--- src/rtl/ghist_checkpoint_queue.sv ---
// ghist_checkpoint_queue
// Circular buffer of branch-history checkpoints, one entry per predicted
// fetch block. Entries are enqueued in program order, retired in order by
// commit, and a backend squash returns the checkpoint of the mispredicted
// block while truncating every younger entry.
//
// Ports:
//   clk, rst            - clock, synchronous active-high reset
//   enq_valid/enq_ready - enqueue handshake; enq_tag is the slot written
//   enq_ghist_idx       - history index at block start
//   enq_fold            - folded TAGE history at block start
//   commit_valid        - retire the head entry (ignored when empty)
//   squash_valid/tag    - redirect at the entry with the given tag
//   restore_valid       - one-cycle pulse; restore_* data holds until the
//                         next live squash
//   squash_err          - one-cycle pulse when the squash tag was not live
//   count/empty/full    - occupancy derived from the registered pointers
module ghist_checkpoint_queue #(
  parameter int DEPTH       = 32,
  parameter int GHIST_WIDTH = 8,
  parameter int FOLD_WIDTH  = 96,
  parameter int TAG_W       = $clog2(DEPTH)
) (
  input  logic                   clk,
  input  logic                   rst,
  input  logic                   enq_valid,
  output logic                   enq_ready,
  input  logic [GHIST_WIDTH-1:0] enq_ghist_idx,
  input  logic [FOLD_WIDTH-1:0]  enq_fold,
  output logic [TAG_W-1:0]       enq_tag,
  input  logic                   commit_valid,
  input  logic                   squash_valid,
  input  logic [TAG_W-1:0]       squash_tag,
  output logic                   restore_valid,
  output logic [GHIST_WIDTH-1:0] restore_ghist_idx,
  output logic [FOLD_WIDTH-1:0]  restore_fold,
  output logic                   squash_err,
  output logic [TAG_W:0]         count,
  output logic                   empty,
  output logic                   full
);

  localparam int PW = TAG_W + 1;
  localparam int EW = GHIST_WIDTH + FOLD_WIDTH;

  // Pointers carry an extra wrap bit so full and empty are distinguishable.
  logic [PW-1:0]    head_ptr;
  logic [PW-1:0]    tail_ptr;
  logic [EW-1:0]    mem [DEPTH];

  logic [TAG_W-1:0] offset;
  logic             live;
  logic             squash_fire;
  logic             enq_fire;
  logic             commit_fire;
  logic [PW-1:0]    squash_tail;

  assign count     = tail_ptr - head_ptr;
  assign empty     = (count == '0);
  assign full      = (count == PW'(DEPTH));
  assign enq_ready = ~full & ~squash_valid;
  assign enq_tag   = tail_ptr[TAG_W-1:0];

  // Distance from the (pre-commit) head to the squashed slot, modulo DEPTH.
  // The tag is live only if that distance lands inside the occupied region.
  assign offset      = squash_tag - head_ptr[TAG_W-1:0];
  assign live        = ({1'b0, offset} < count);
  assign squash_fire = squash_valid & live;
  assign enq_fire    = enq_valid & enq_ready;
  assign commit_fire = commit_valid & ~empty;

  // The squashed block survives; the tail lands just past it.
  assign squash_tail = head_ptr + {1'b0, offset} + PW'(1);

  always_ff @(posedge clk) begin
    if (rst) begin
      head_ptr <= '0;
      tail_ptr <= '0;
    end else begin
      if (commit_fire) begin
        head_ptr <= head_ptr + PW'(1);
      end
      // enq_ready is already low during a squash, so these never collide.
      if (squash_fire) begin
        tail_ptr <= squash_tail;
      end else if (enq_fire) begin
        tail_ptr <= tail_ptr + PW'(1);
      end
    end
  end

  // Storage is not reset; only live slots are ever read back.
  always_ff @(posedge clk) begin
    if (enq_fire && !rst) begin
      mem[tail_ptr[TAG_W-1:0]] <= {enq_ghist_idx, enq_fold};
    end
  end

  // Restore data is registered and held until the next live squash.
  always_ff @(posedge clk) begin
    if (rst) begin
      restore_valid     <= 1'b0;
      squash_err        <= 1'b0;
      restore_ghist_idx <= '0;
      restore_fold      <= '0;
    end else begin
      restore_valid <= squash_fire;
      squash_err    <= squash_valid & ~live;
      if (squash_fire) begin
        {restore_ghist_idx, restore_fold} <= mem[squash_tag];
      end
    end
  end

endmodule
--- config.mk ---
export PLATFORM = sky130hd
export DESIGN_NAME = ghist_checkpoint_queue
export DESIGN_NICKNAME = d
export VERILOG_FILES = /design/src/rtl/ghist_checkpoint_queue.sv
export SDC_FILE = /design/constraint.sdc
export NUM_CORES = 2
export LEC_CHECK = 0
export ABC_AREA = 1
export BUFFER_PORTS_ARGS = -buffer_cell sky130_fd_sc_hd__buf_4
export CORE_MARGIN = 5
export CORE_UTILIZATION = 65
export CTS_BUF_LIST = sky130_fd_sc_hd__clkbuf_2 sky130_fd_sc_hd__clkbuf_4 sky130_fd_sc_hd__clkbuf_8
export CTS_CLUSTER_SIZE = 25
export DETAILED_ROUTE_END_ITERATION = 10
export PLACE_DENSITY_LB_ADDON = 0.05
export SKIP_CTS_REPAIR_TIMING = 1
export SLEW_MARGIN = 20
export SYNTH_ARGS = -nofsm -noshare
export SYNTH_HDL_FRONTEND = slang
export SYNTH_SLANG_ARGS = --single-unit
--- constraint.sdc ---
create_clock -name clk -period 16.9 [get_ports clk]
set_clock_uncertainty 0.15 [all_clocks]
set_input_delay 0 -clock clk [delete_from_list [all_inputs] [get_ports clk]]
set_output_delay 0 -clock clk [all_outputs]
set_load 0.005 [all_outputs]
==> run_results.csv <==
group,metric,value,unit
outcome,run_status,"finished, final reports clean",
worst_setup_path,regToRegEndpoint,"mem[26][20]",
sta,rsz0062_at_grt,"no",
clocking,insertion_delay,1.10,ns
floorplanning,die_area,219000,um^2
final_layout,final_cell_area,155000,um^2
floorplanning,core-area,209000,um^2
floorplanning,rows,168,
grt,grt_use_total,34.7,%
route,top_signal_layer_used,"met5",
synthesis,netlist_area,136000,um^2
sta,slew_headroom,18.7,%
synthesis,ys_types,28,
worst_setup_path,critPathMaxFanout,50,
placement,place.detailed.instances,13100,
route,routed_length_on_met1,149,mm
grt,grt_pass1_wl,564,mm
route,routed_wire_length_per_instance,27.0,um
final_layout,nets,11300,
synthesis,synth-async-reset-ratio,0,%
clocking,path_clk_slew,0.06,ns
route,drt_iter0_drc,13200,
sta,timing.final.setup_violations,0,
final_layout,mostFrequentLayoutCells,"3328 x sky130_fd_sc_hd__edfxtp_1, 2722 x sky130_fd_sc_hd__nor2_1, 1407 x sky130_fd_sc_hd__o21ai_0",
sta,tightest_slew,1.22,ns
route,drt_pass1_iterations,8,
synthesis,synth.ff_latch_count,3446,
worst_setup_path,timing.rr.start,"tail_ptr[0]",
hold_path,timing.hold.worst_endpoint,"restore_fold[79]",
floorplanning,boundaryPins,234,
synthesis,postSynth.topFlopCell,"sky130_fd_sc_hd__edfxtp_1",
sta,layout_min_cycle_time,6.32,ns
floorplanning,initial_core_util,65.2,%
route,routed_wl,388,mm
final_layout,area_growth,13.5,%
final_layout,layout.cells.most_common,"sky130_fd_sc_hd__edfxtp_1",
sta,timing.fmax,158,MHz
route,routed-via-count,92400,
sta,final-max-slew-violation-count,0,
worst_setup_path,timing.reg2reg.setup_slack,10.58,ns
hold_path,startpoint_of_the_worst_hold_path,"rst",
final_layout,layout.core_utilization,73.9,%
power_and_ir_drop,power-per-cell-area,122,nW/um^2
grt,grt_overflow,0,
grt,first_global_vias,87600,
hold_path,worst_hold_path.num_cells,5,
final_layout,layout-drive-gt1-share,11.9,%
clocking,tritoncts,"yes",
route,dr_wl_met2,180,mm
synthesis,synthCells,10700,
worst_setup_path,worstPathRequired,17.43,ns
route,drt-vias-per-instance,6.41,
worst_setup_path,cp_data_arrival_time,6.86,ns
floorplanning,die_width,468,um
placement,finalWeightedCongestion,0.832,
route,drcViolationCount,0,
clocking,num_cts_buffers,564,
route,met3WireLength,46.0,mm
placement,port_buffers,233,
grt,grt_antenna_before_repair,11,
worst_setup_path,critical_path_class,"reg -> reg",
clocking,clock_root_cell,"sky130_fd_sc_hd__clkbuf_8",
clocking,ctsLongestPathBuffers,4,
hold_path,min-delay-path-class,"in -> reg",
grt,maximum_number_of_pins_on_one_net_before_global_route_repair,227,
synthesis,seq_area_frac_synth,75.1,%
final_layout,final.fill_count,13400,
power_and_ir_drop,cellLeakagePower,0.0514,uW
worst_setup_path,startpoint_type,"flop",
job,drv_cap,0,
synthesis,syn_area_per_cell,12.7,um^2
synthesis,post_synth_net_total,10900,
sta,setup_tns,0,ns
sta,layout_worst_path_cycle_share,37.4,%
power_and_ir_drop,worst_voltage_drop_across_the_vdd_grid,0.103,mV
clocking,clock_sink_count,3446,
worst_setup_path,critPathCaptureType,"flop",
route,antenna_violating_nets_post_route,0,
worst_setup_path,reg2regPathDepth,14,
final_layout,layout.cells.non_filler,14400,
floorplanning,die_h,468,um
synthesis,synth-warning-count,0,
sta,hold_viol,0,
clocking,clock_tree.htree_level_count,6,
placement,detailedPlacementHpwl,191,mm
synthesis,number_of_enable_flip_flop_cells_after_synthesis,3328,
placement,postPlaceCellArea,140000,um^2
-- report_power, final --
group          switching, uW  internal (uW)
Clock                   3180           3880
Sequential               158           9620
Combinational           1340            639
Total                   4680          14100
-- Yosys cell counts, types with 4 or more instances --
| cell | instances | area [um^2] |
|---|---|---|
| sky130_fd_sc_hd__buf_6 | 7 | 78.8 |
| sky130_fd_sc_hd__buf_1 | 60 | 225 |
| sky130_fd_sc_hd__xnor2_1 | 4 | 35.0 |
| sky130_fd_sc_hd__xor2_1 | 11 | 96.3 |
| sky130_fd_sc_hd__ha_1 | 23 | 288 |
| sky130_fd_sc_hd__nand2_1 | 593 | 2230 |
| sky130_fd_sc_hd__inv_1 | 43 | 161 |
| sky130_fd_sc_hd__dfxtp_1 | 118 | 2360 |
| sky130_fd_sc_hd__edfxtp_1 | 3328 | 99900 |
| sky130_fd_sc_hd__nand4_1 | 4 | 25.0 |
| sky130_fd_sc_hd__nor2_1 | 2753 | 10300 |
| sky130_fd_sc_hd__o21ai_1 | 368 | 1840 |
| sky130_fd_sc_hd__buf_4 | 42 | 315 |
| sky130_fd_sc_hd__o211ai_1 | 832 | 6250 |
| sky130_fd_sc_hd__nand3_1 | 441 | 2210 |
| sky130_fd_sc_hd__buf_2 | 177 | 886 |
| sky130_fd_sc_hd__a21oi_1 | 13 | 65.1 |
| sky130_fd_sc_hd__o21ai_0 | 1407 | 7040 |
| sky130_fd_sc_hd__clkbuf_1 | 473 | 1780 |
-- cell families (layout without fill, tap and decap cells) --
logic type	after synthesis	after routing	synth area share (%)
xor gates and xnor gates	15	15	0.0964
and+or+nand+nor	3801	3801	10.9
DFF	3446	3446	75.1
buffers and inverters	806	1691	2.54
AOI/OAI and AO/OA	2621	2621	11.2
adders and majority gates	26	26	0.255
other	0	7	0
-- through the flow --
stage               hold WS (ns)  worst slack, ns  power (uW)
floorplan                -0.0511             4.37       10900
global placement           0.147            10.69       11800
detailed placement         0.152            10.68       11800
CTS                        -1.04            10.67       18700
global route              0.0427            10.43       19400
finish                    0.0153            10.58       18800
-- routing by layer --
metal  track usage [%]  up-vias
met5                 0        -
met3              7.04      862
li1                  -    40100
met1              50.0    45400
met2              53.4     6052
met4              12.8       10
-- area by class of cell --
type | instances | area, um^2 | share of cell area [%]
multi-input cells | 6463 | 30800 | 19.9
diodes | 7 | 17.5 | 0.0113
clock buffers | 842 | 10200 | 6.57
repair buffers | 683 | 6990 | 4.52
clock inverters | 119 | 636 | 0.411
flip-flops and latches | 3446 | 102000 | 66.2
inverters | 47 | 230 | 0.149
well taps | 2805 | 3510 | 2.27
-- state kept, by name, summed over array words and instances, names as in the netlist --
name	count
head_ptr	6
squash_err	1
restore_ghist_idx	8
restore_fold	96
mem	3328
restore_valid	1
tail_ptr	6
-- worst max-delay path by stage --
stage | from | slack (ns) | cells after the start | to
after floorplan | tail_ptr[0] | 4.37 | 10 | mem[15][0]
final | tail_ptr[0] | 10.58 | 14 | mem[26][20]
after global routing | tail_ptr[0] | 10.43 | 14 | mem[26][26]
after global placement | tail_ptr[0] | 10.69 | 14 | mem[26][25]
after detailed placement | tail_ptr[0] | 10.68 | 14 | mem[26][19]
after CTS | tail_ptr[0] | 10.67 | 14 | mem[26][20]
-- worst max-delay path, cell delays in order (launching register included) --
cell,delay (ns)
sky130_fd_sc_hd__dfxtp_1,0.43
sky130_fd_sc_hd__inv_1,0.14
sky130_fd_sc_hd__ha_1,0.25
sky130_fd_sc_hd__fa_1,0.40
sky130_fd_sc_hd__xnor2_1,0.26
sky130_fd_sc_hd__nor2_1,0.08
sky130_fd_sc_hd__nand3_1,0.09
sky130_fd_sc_hd__nor2_1,0.05
sky130_fd_sc_hd__nand2_1,0.08
sky130_fd_sc_hd__nand3_1,0.23
sky130_fd_sc_hd__nor2_1,0.47
sky130_fd_sc_hd__nand2_1,0.59
sky130_fd_sc_hd__nor2_4,0.98
sky130_fd_sc_hd__buf_4,0.73
sky130_fd_sc_hd__buf_4,0.92
No activity file was read; power rests on OpenSTA's default activity.
